### config.mk
export PLATFORM = sky130hd
export DESIGN_NAME = uart_rx_seq
export DESIGN_NICKNAME = d
export VERILOG_FILES = /design/src/rtl/uart_rx_seq.sv
export SDC_FILE = /design/constraint.sdc
export NUM_CORES = 1
export LEC_CHECK = 0
export CAP_MARGIN = 25
export CORE_MARGIN = 4
export CORE_UTILIZATION = 45
export DETAILED_ROUTE_END_ITERATION = 7
export PLACE_DENSITY = 0.75
export SLEW_MARGIN = 20
export SYNTH_ARGS = -nofsm -noshare
export SYNTH_HDL_FRONTEND = slang
export SYNTH_SLANG_ARGS = --single-unit
### constraint.sdc
create_clock -name clk -period 1.92 [get_ports clk]
set_clock_uncertainty 0.1 [all_clocks]
set_input_delay 0.384 -clock clk [delete_from_list [all_inputs] [get_ports clk]]
set_output_delay 0.384 -clock clk [all_outputs]
set_load 0.005 [all_outputs]
### src/rtl/uart_rx_seq.sv
// Oversampling UART receive sequencer: synchronizes rxd, qualifies the start bit
// and times data/parity/stop bits. Define UART_RX_PARITY_EN to include the parity bit.
module uart_rx_seq #(
    parameter int CLKS_PER_BIT = 16,
    parameter int DATA_BITS    = 8,
    parameter int ODD_PARITY   = 0
) (
    input  logic clk,
    input  logic reset,
    input  logic en,
    input  logic rxd,
    output logic shift,
    output logic rx_bit,
    output logic load,
    output logic checkstop,
    output logic busy,
    output logic parity_err,
    output logic framing_err
);

    localparam int HALF = CLKS_PER_BIT / 2;
    localparam int CW   = $clog2(CLKS_PER_BIT);
    localparam int BW   = (DATA_BITS > 1) ? $clog2(DATA_BITS) : 1;

    typedef enum logic [2:0] {IDLE, START, DATA, PARITY, STOP, HOLD} state_t;

    state_t        state, state_d;
    logic [CW-1:0] cnt, cnt_d;
    logic [BW-1:0] bitidx, bitidx_d;
    logic          sync1, rx_s;
    logic          bit_end;
    logic          shift_d, rx_bit_d, load_d, parity_err_d, framing_err_d;
`ifdef UART_RX_PARITY_EN
    logic          par_acc, par_acc_d;
    logic          perr_n, perr_n_d;
`endif

    assign bit_end = (cnt == CW'(CLKS_PER_BIT - 1));

    always_ff @(posedge clk) begin
        if (!reset) begin
            state       <= IDLE;
            cnt         <= '0;
            bitidx      <= '0;
            sync1       <= 1'b1;
            rx_s        <= 1'b1;
            shift       <= 1'b0;
            rx_bit      <= 1'b0;
            load        <= 1'b0;
            checkstop   <= 1'b0;
            busy        <= 1'b0;
            parity_err  <= 1'b0;
            framing_err <= 1'b0;
`ifdef UART_RX_PARITY_EN
            par_acc     <= 1'b0;
            perr_n      <= 1'b0;
`endif
        end else begin
            sync1       <= rxd;
            rx_s        <= sync1;
            state       <= state_d;
            cnt         <= cnt_d;
            bitidx      <= bitidx_d;
            shift       <= shift_d;
            rx_bit      <= rx_bit_d;
            load        <= load_d;
            checkstop   <= load_d;
            busy        <= (state_d != IDLE);
            parity_err  <= parity_err_d;
            framing_err <= framing_err_d;
`ifdef UART_RX_PARITY_EN
            par_acc     <= par_acc_d;
            perr_n      <= perr_n_d;
`endif
        end
    end

    always_comb begin
        state_d  = state;
        cnt_d    = cnt + 1'b1;
        bitidx_d = bitidx;
`ifdef UART_RX_PARITY_EN
        par_acc_d = par_acc;
        perr_n_d  = perr_n;
`endif
        case (state)
            IDLE: begin
                cnt_d = '0;
                if (en && !rx_s) state_d = START;
            end
            START: begin
                if (cnt == CW'(HALF - 1)) begin
                    cnt_d = '0;
                    if (!rx_s) begin
                        state_d  = DATA;
                        bitidx_d = '0;
`ifdef UART_RX_PARITY_EN
                        par_acc_d = 1'b0;
`endif
                    end else begin
                        state_d = IDLE;
                    end
                end
            end
            DATA: begin
                if (bit_end) begin
                    cnt_d = '0;
`ifdef UART_RX_PARITY_EN
                    par_acc_d = par_acc ^ rx_s;
`endif
                    if (bitidx == BW'(DATA_BITS - 1)) begin
`ifdef UART_RX_PARITY_EN
                        state_d = PARITY;
`else
                        state_d = STOP;
`endif
                    end else begin
                        bitidx_d = bitidx + 1'b1;
                    end
                end
            end
`ifdef UART_RX_PARITY_EN
            PARITY: begin
                if (bit_end) begin
                    cnt_d    = '0;
                    perr_n_d = par_acc ^ rx_s ^ 1'(ODD_PARITY);
                    state_d  = STOP;
                end
            end
`endif
            STOP: begin
                if (bit_end) begin
                    cnt_d   = '0;
                    state_d = rx_s ? IDLE : HOLD;
                end
            end
            HOLD: begin
                cnt_d = '0;
                if (rx_s) state_d = IDLE;
            end
            default: begin
                cnt_d   = '0;
                state_d = IDLE;
            end
        endcase
        // Disable overrides every transition, including a pending stop-bit load.
        if (!en) begin
            state_d = IDLE;
            cnt_d   = '0;
        end
    end

    always_comb begin
        shift_d       = 1'b0;
        load_d        = 1'b0;
        rx_bit_d      = rx_bit;
        parity_err_d  = parity_err;
        framing_err_d = framing_err;
        if (en && bit_end) begin
            if (state == DATA) begin
                shift_d  = 1'b1;
                rx_bit_d = rx_s;
            end else if (state == STOP) begin
                load_d        = 1'b1;
                framing_err_d = ~rx_s;
`ifdef UART_RX_PARITY_EN
                parity_err_d  = perr_n;
`else
                parity_err_d  = 1'b0;
`endif
            end
        end
    end

endmodule
### Yosys cells after proc, flatten, opt, wreduce, memory -nomap -nowiden

Cells that the tools add are included.

| word-level totals | value |
|---|---|
| bits in registers | 17 |
| word-level logic and storage cells | 60 |

| cells by class | value |
|---|---|
| add/sub/neg operators | 2 |
| equal/unequal tests | 11 |
| muxes and demuxes | 20 |
| bitwise logic cells | 4 |
| reductions and logical operators | 13 |

Operators with widths:

| cell | number |
|---|---|
| 3-bit two-way mux | 12 |
| 3-bit case mux with 5 select lines | 1 |
| 3-bit equality test, second input constant | 3 |
| 4-bit two-way mux | 2 |
| 2-bit != test, second input constant | 4 |
| 4-bit case mux with 2 select lines | 1 |
| 3-bit case mux with 2 select lines | 1 |
| 2-bit AND reduction | 3 |
| 5-bit AND reduction | 1 |
| 4-bit by 1-bit adder with 4-bit output, second input constant | 1 |
| 4-bit by 3-bit equality test with 1-bit output, second input constant | 1 |
| 4-bit equality test, second input constant | 1 |
| 1-bit inverter | 4 |
| 3-bit by 1-bit adder with 3-bit output, second input constant | 1 |
| 3-bit by 1-bit equality test with 1-bit output, second input constant | 1 |
| 3-bit by 2-bit equality test with 1-bit output, second input constant | 1 |
| 3-bit logical NOT | 1 |
| 3-bit AND reduction | 1 |
| 3-bit nonzero test | 1 |
| 3-bit OR reduction | 1 |
| 1-bit logical AND | 2 |
| 1-bit two-way mux | 2 |
| 2-bit two-way mux | 1 |
| 2-bit nonzero test | 1 |
| other kinds (2) | 2 |

### Depth between registers and ports, before layout

Gate-level depths: netlist of run 1.

| depth | value |
|---|---|
| depth after elaboration | 6 |
| gate-level depth with buffers | 6 |
| depth with buffers taken out | 6 |

### Least setup slack after synthesis of run 1

OpenSTA, ideal clock, no wires.

| timing | value |
|---|---|
| path type | register to register |
| from | register cnt[0] |
| to | register busy |
| setup time | 0.127 ns |
| arrival time | 1.396 ns |
| data required time | 1.693 ns |
| path slack | 0.297 ns |
| cell stages (with the launch flop) | 7 |
| path buffers | 1 |
| cell sequence | dfxtp_1 ha_1 and3_1 buf_6 nor3b_2 nor4_4 or3_1 |

| between the ends | value |
|---|---|
| cells in the longest elaborated chain, start to end | 5 |

Ends and longest elaborated chain:

| item | line | RTL |
|---|---|---|
| from (decl) | 28 | `logic [CW-1:0] cnt, cnt_d;` |
| from (signal assigned) | 62 | `cnt <= cnt_d;` |
| 4-bit equality test / 4-bit by 3-bit equality test with 1-bit output (equally long branches) | 38, 92 |  |
| 3-bit two-way mux (on tied branches) | 132, 106, 92 |  |
| 3-bit case mux with 5 select lines (*) | 86 | `case (state)` |
| 3-bit two-way mux (*) | 147 | `if (!en) begin` |
| 3-bit nonzero test (*) | 68 | `busy <= (state_d != IDLE);` |
| to (signal assigned) | 68 |  |
| to (decl) | 16 | `output logic busy,` |

Mark *: on every way between the ends. The rest lies on a longest branch, timed or not.
A chain may end at the register's enable or synchronous reset.

### Worst setup path after layout of run 1

| timing | value |
|---|---|
| from | register cnt[0] |
| to | register bitidx[2] |

| between the ends | value |
|---|---|
| cells in the longest elaborated chain, start to end | 3 |

Ends and longest elaborated chain:

| item | line | RTL |
|---|---|---|
| 4-bit by 3-bit equality test with 1-bit output / 4-bit equality test (equally long branches) | 92, 38 |  |
| 2-bit != test (no line) | - |  |
| 5-bit AND reduction (no line) (*) | - |  |
| to (signal assigned) | 63 | `bitidx <= bitidx_d;` |
| to (decl) | 29 | `logic [BW-1:0] bitidx, bitidx_d;` |

Marked as above.

==> results of run 1 <==
## registers in the layout, indices dropped and copies added, names as in the netlist
signal,flops
state,3
checkstop,1
rx_s,1
framing_err,1
bitidx,3
rx_bit,1
shift,1
sync1,1
cnt,4
busy,1
## timing repair
| item | CTS | global route |
|---|---|---|
| gates resized for setup | 0 | 1 |
| hold buffers | 0 | 0 |
| endpoints found under the setup margin | 0 | 1 |
## per-stage QoR
stage,hold slack [ns],worst slack (ns),area (um^2),utilization [%]
floorplan,0.286,0.297,863,-
global placement,0.290,0.197,940,53.3
detailed placement,0.293,0.130,940,53.3
CTS,0.316,0.115,966,54.8
global route,0.330,0.0142,967,54.8
finish,0.314,0.192,967,54.8
## path summary, 6_finish.rpt
path / startpoint / to / slack, ns / cells after the start
min reg2reg: sync1$_SDFF_PN1_ / rx_s$_SDFF_PN1_ / 0.31 / 1
max reg2reg: cnt[0]$_SDFF_PN0_ / bitidx[2]$_SDFFE_PN0P_ / 0.19 / 5
max: cnt[0]$_SDFF_PN0_ / bitidx[2]$_SDFFE_PN0P_ / 0.19 / 5
min: sync1$_SDFF_PN1_ / rx_s$_SDFF_PN1_ / 0.31 / 1
## report_power, final
| part | switching, mW | internal, mW | total, mW |
|---|---|---|---|
| Sequential | 0.00345 | 0.355 | 0.359 |
| Clock | 0.105 | 0.0809 | 0.186 |
| Combinational | 0.0116 | 0.0165 | 0.0281 |
## cells by family (layout without fill, tap and decap cells)
group,Yosys count,count (layout),synth area share (%)
simple gates,35,35,29.0
flops,17,17,39.4
compound gates,13,13,13.0
buf+inv,9,17,7.83
fa+ha+maj,3,3,4.35
xor+xnor,3,3,3.04
mux,2,2,2.90
other cells,1,1,0.434
## layer usage
metal | vias up | GRT usage (%)
met4 | 0 | 3.93
met2 | 9 | 21.0
li1 | 308 | -
met3 | 4 | 6.02
met1 | 274 | 15.6
met5 | - | 0
## critical path, stage by stage (launching register included)
cell,delay (ns)
dfxtp_1,0.37
ha_1,0.23
and3_2,0.31
nand4b_1,0.12
a21o_1,0.24
a32o_1,0.26
## cell type report
type	instances	area, um^2
multi-input combinational	57	457
inverter	2	7.51
tap	25	31.3
sequential	17	340
clock buffer	4	26.3
timing repair buffer	11	105
fill	172	797
## layout by cell type, fill, tap and decap left out, drive strengths merged, types with 3 or more instances in the layout
cell,instances
dfxtp,17
nand3,6
nand2b,4
clkbuf,4
nor3b,4
ha,3
clkdlybuf4s50,9
a21oi,3
nand2,3
nor2,8
==> results.yml, run 1 <==
status:
  status: "complete, no violations"
global_route:
  grt_max_degree: 12
  grt_overflow: 0
  grt_pass1_wl_um: 2590
  grt_pass1_vias: 576
  antenna_found_initial: 0
  grt.total_usage_pct: 13.1
cts:
  cts_buffer_depth: 2
  cts_num_sinks: 17
  tritoncts: "done"
  ctsRootBufferMaster: "clkbuf_4"
  clkLatencyLatePin_ns: 0.29
  cts_made_buffers: 3
  clk_pin_slew_ns: 0.09
  cts_setup_buffers: 0
  cts_max_level: 1
layout:
  n_antenna_cell: 0
  area_growth_pct: 12.0
  fin_cells: 116
  drive_above_1_share_pct: 18.7
  nNetsFinal: 99
sta:
  period_needed_ns: 1.73
  fmax_mhz: 579
  slew_headroom_pct: 66.5
  period_share_pct: 90.0
  worst_slew_pin_slew_ns: 0.502
  maxSlewViolCount: 0
  hold_violations: 0
  setup_viol: 0
  rsz0062_at_grt: "no"
  setup_tns_ns: 0
synth:
  synth_cell_types: 37
  synth_top_area_share_pct: 39.4
  synthCells: 83
  synth_area_um2: 863
  synth_ff_type: "dfxtp_1"
  synth.top_cells.by_count: "dfxtp_1 (17), nor2_1 (8), nand3_1 (6)"
  synth_area_leader_cell: "dfxtp_1"
  syn_nets: 90
  synth_area_leaders: "dfxtp_1 (39%), ha_1 (4.3%), nor3b_2 (4.3%)"
  synth_seq_cells: 17
  synth-edff-count: 0
  synth_most_common_cell: "dfxtp_1"
  yosysWarningCount: 0
  ys_seq_area_share_pct: 39.4
  async_flop_share_pct: 0
  syn_area_per_cell_um2: 10.4
detailed_routing:
  postRouteAntennaNets: 0
  drc_errors: 0
  first_pass_iters: 4
  wirelength_um: 1440
  wl_met1_um: 664
  drt_iter0_markers: 6
  viasPerCell: 5.13
  routed.top_layer: "met4"
  route.met2.wl_um: 691
  routedWlPerCell_um: 12.4
  wl_met3_um: 61
  route.vias.total: 595
placed_design:
  dp.cells: 112
  gp_congestion: 0.833
  port_buffers: 9
  dpl.hpwl_um: 1110
pwr:
  p_per_area_nw_per_um2: 593
  leakage_nw: 0.401
  total_power_mw: 0.573
  ir_worst_vdd_uv: 458
worst_setup_path:
  start_kind: "flip-flop"
  arrival_ns: 1.82
  path_max_fanout: 9
  critPathKind: "reg -> reg"
  end_kind: "flip-flop"
  cp.required_ns: 2.01
floorplan:
  die-height_um: 51.8
  placementRows: 15
  io_pins: 11
  dieArea_um2: 2680
  start_util_pct: 48.9
  core_area_um2: 1760
  fp.dieW_um: 51.8
min_path:
  hp-class: "reg -> reg"
job:
  max_cap_violations: 0
Power figures use the tool's default switching activity.
==> run 2, diff against run 1 <==
- CTS_CLUSTER_SIZE: not set -> 30
- PLACE_DENSITY: 0.75 -> 0.67
==> results.yml, run 2 (synthesized netlist as in run 1, its figures left out) <==
placed_design:
  dpl.hpwl_um: 1110
  gp_congestion: 0.847
  pre_cts_ws_ns: 0.129
  port_buffers: 9
sta:
  worst_slew_pin_slew_ns: 0.511
  setup_tns_ns: 0
  hold_violations: 0
  setup_viol: 0
  rsz0062_at_grt: "no"
  slew_headroom_pct: 65.9
  fmax_mhz: 582
  period_needed_ns: 1.72
  maxSlewViolCount: 0
  period_share_pct: 89.4
  fin_ws_ns: 0.203
worst_setup_path:
  reg2reg_depth: 5
  crit_path_top_delay_cell: "dfxtp_1"
  path_max_fanout: 9
  rrSetupSlack_ns: 0.20
  end_kind: "flip-flop"
  worstReg2RegEnd: "bitidx[2]$_SDFFE_PN0P_"
  r2r-start: "cnt[0]$_SDFF_PN0_"
  cp.required_ns: 2.01
  critPathKind: "reg -> reg"
  max_stage_delay_ns: 0.37
  arrival_ns: 1.80
  start_kind: "flip-flop"
  critical_path.cell_chain: "ha_1 -> and3_2 -> nand4b_1 -> a21o_1 -> a32o_1"
cts:
  tritoncts: "done"
  cts_setup_buffers: 0
  cts_made_buffers: 3
  clk_pin_slew_ns: 0.10
  cts_num_sinks: 17
  cts_buffer_depth: 2
  clkLatencyLatePin_ns: 0.29
  cts_max_level: 1
  ctsHoldBuffers: 0
  ctsRootBufferMaster: "clkbuf_4"
detailed_routing:
  routedWlPerCell_um: 12.6
  first_pass_iters: 2
  drt_iter0_markers: 3
  viasPerCell: 5.34
  postRouteAntennaNets: 0
  route.vias.total: 620
  wirelength_um: 1460
  drc_errors: 0
layout:
  fin_util_pct: 54.8
  nNetsFinal: 99
  fillers: 167
  largest_register: "cnt"
  drive_above_1_share_pct: 18.7
  most-common-layout-cells: "dfxtp_1 (17), clkdlybuf4s50_1 (9), nor2_1 (8)"
  area_growth_pct: 12.0
  n_antenna_cell: 0
  layout_commonest_cell: "dfxtp_1"
  reg_top3: "cnt: 4 flops, bitidx: 3 flops, state: 3 flops"
  largest_reg_flops: 4
floorplan:
  fp.dieW_um: 51.8
  core_area_um2: 1760
  die-height_um: 51.8
  placementRows: 15
  dieArea_um2: 2680
  io_pins: 11
  start_util_pct: 48.9
pwr:
  leakage_nw: 0.401
  p_per_area_nw_per_um2: 596
  total_power_mw: 0.577
  ir_worst_vdd_uv: 380
global_route:
  grt_pass1_wl_um: 2560
  grt_overflow: 0
  grtUsageMet3_pct: 3.15
  antenna_found_initial: 0
  gr-max-usage-layer: "met2"
  grt_max_degree: 12
  grtUsageMet1_pct: 14.7
  grt_pass1_vias: 592
  grt.total_usage_pct: 13.3
  met2_usage_pct: 22.5
status:
  status: "complete, no violations"
job:
  max_cap_violations: 0
min_path:
  holdPathEnd: "rx_s$_SDFF_PN1_"
  min_delay_path_depth: 1
  hp-start: "sync1$_SDFF_PN1_"
  hp-class: "reg -> reg"
## run 2: cell counts in the layout (fill, tap and decap cells not counted)
Identical to the previous run, type by type.
## run 2: how the worst max path moves through the flow
stage | slack [ns] | startpoint | end
floorplan | 0.30 | cnt[0]$_SDFF_PN0_ | busy$_SDFF_PN0_
global placement | 0.16 | cnt[0]$_SDFF_PN0_ | bitidx[2]$_SDFFE_PN0P_
detailed placement | 0.13 | en | busy$_SDFF_PN0_
CTS | 0.13 | cnt[0]$_SDFF_PN0_ | bitidx[2]$_SDFFE_PN0P_
global route | 0.06 | cnt[0]$_SDFF_PN0_ | bitidx[2]$_SDFFE_PN0P_
finish | 0.20 | cnt[0]$_SDFF_PN0_ | bitidx[2]$_SDFFE_PN0P_
## run 2: power by group
part           switching [mW]  leakage [nW]  internal (mW)
Sequential            0.00331         0.137          0.355
Clock                   0.109        0.0150         0.0808
Combinational          0.0121         0.249         0.0164
## run 2: per-stage QoR
step	instances	instance area (um^2)	hold slack, ns
final	116	967	0.317
after floorplan	83	863	0.286
after global placement	112	940	0.290
after detailed placement	112	940	0.300
after CTS	116	966	0.324
after global routing	116	967	0.343
## run 2: worst max-delay path: cells and delay by family, from the launching register on
kind	cells	cell delay (ns)
AOI/OAI and AO/OA	2	0.48
adders and majority gates	1	0.23
DFF	1	0.37
and+or+nand+nor	2	0.44
## run 2: routing by layer
| layer | vias up | routed length [um] |
|---|---|---|
| met5 | - | 0 |
| met4 | 0 | 46 |
| met3 | 6 | 58 |
| met2 | 12 | 720 |
| met1 | 294 | 632 |
| li1 | 308 | - |
## run 2: timing repair
item,CTS,global route
setup endpoints to repair,0,3
endpoints found under the hold margin,0,0
gates resized for setup,0,1
## run 2: layout make-up
class | count | area [um^2] | share of cell area (%)
Sequential cell | 17 | 340 | 35.2
Timing Repair Buffer | 11 | 105 | 10.9
Tap cell | 25 | 31.3 | 3.23
Multi-Input combinational cell | 57 | 457 | 47.2
Clock buffer | 4 | 26.3 | 2.72
Inverter | 2 | 7.51 | 0.776
==> variant: new RTL, flow settings as in run 2 <==
Change the parameter `DATA_BITS` from 8 to 16.
--- a/src/rtl/uart_rx_seq.sv
+++ b/src/rtl/uart_rx_seq.sv
@@ -2,7 +2,7 @@
 // and times data/parity/stop bits. Define UART_RX_PARITY_EN to include the parity bit.
 module uart_rx_seq #(
     parameter int CLKS_PER_BIT = 16,
-    parameter int DATA_BITS    = 8,
+    parameter int DATA_BITS    = 16,
     parameter int ODD_PARITY   = 0
 ) (
     input  logic clk,
Check against the original RTL: no difference found for any inputs over 10 cycles, from zero or initial values and one cycle with reset low; that may be too few to reach the edited logic, so the function may still have changed.
==> variant against run 2 <==
Design area increased by 9.8%. Wire length increased by 26%. Synthesized area increased by 3.6%. Power increased by 12%. Worst setup slack improved by 0.0051 ns. Sequential power increased by 5.6%. Sequential cell count increased by 1.
==> variant: results (changes against run 2) <==
| Metric | Value |
|---|---|
| Status | `completed (unchanged)` |
| DRT Pass-1 Iters | `4 (was 2)` |
| Post-route non-filler standard cell count | `138 (was 116)` |
| Sequential share of the synthesized area | `40.3% (was 39.4%)` |
| Synth cell count leaders | `dfxtp_1 (18), clkbuf_1 (6), nand3_1 (6) (was dfxtp_1 (17), nor2_1 (8), nand3_1 (6))` |
| Switching share of power | `21.6% (was 21.5%)` |
| Layout fillers | `165 (was 167)` |
| Synth area leaders | `dfxtp_1 (40%), mux2i_1 (3.4%), nand3_1 (3.4%) (was dfxtp_1 (39%), ha_1 (4.3%), nor3b_2 (4.3%))` |
| Multi-In Gates | `75 (was 57)` |
| Vias | `784 (was 620)` |
| Largest net degree at the start of global routing | `14 (was 12)` |
| Worst R2R Path Depth | `3 (was 5)` |
| Reg2Reg Launch Point | `state[2]$_SDFF_PN0_ (was cnt[0]$_SDFF_PN0_)` |
| Final wirelength | `1.84 mm (was 1.46 mm)` |
| CP Max Fanout | `8 (was 9)` |
| Post-synthesis compound-gate area fraction | `19.2% (was 13.0%)` |
| Worst Setup SP | `state[2]$_SDFF_PN0_ (was cnt[0]$_SDFF_PN0_)` |
| Global-route wire length before repair | `3.17 mm (was 2.56 mm)` |
| Post-Place Cells | `134 (was 112)` |
| Layout non-clock buf frac | `13.4% (was 10.9%)` |
| GPL Wtd Cong | `0.776 (was 0.847)` |
| Synth Area in Adders | `2.80% (was 4.35%)` |
| Post-synthesis xor/xnor area fraction | `1.96% (was 3.04%)` |
| Power share of the clock group | `36.6% (was 32.9%)` |
| Crit path arrival time | `1.85 ns (was 1.80 ns)` |
| Sequential cell area share | `33.9% (was 35.2%)` |
==> variant: per-stage QoR <==
| step | cell area (sq um) | setup WS, ns | hold slack (ns) | util, % |
|---|---|---|---|---|
| after floorplan | 895 | 0.329 | 0.286 | - |
| after global placement | 1030 | 0.257 | 0.296 | 56.9 |
| after detailed placement | 1030 | 0.194 | 0.297 | 56.9 |
| after CTS | 1060 | 0.190 | 0.324 | 59.0 |
| after global routing | 1060 | 0.121 | 0.343 | 59.0 |
| final | 1060 | 0.208 | 0.324 | 59.0 |
==> variant: metal layers <==
| layer | GRT usage [%] | vias up |
|---|---|---|
| li1 | - | 403 |
| met1 | 19.1 | 363 |
| met2 | 25.6 | 14 |
| met3 | 3.70 | 4 |
| met4 | 8.51 | 0 |
| met5 | 0 | - |
==> variant: critical path, cell delays in order, from the launching register on <==
cell	delay [ns]
dfxtp_1	0.40
or3b_1	0.51
or4_1	0.49
a21oi_1	0.15
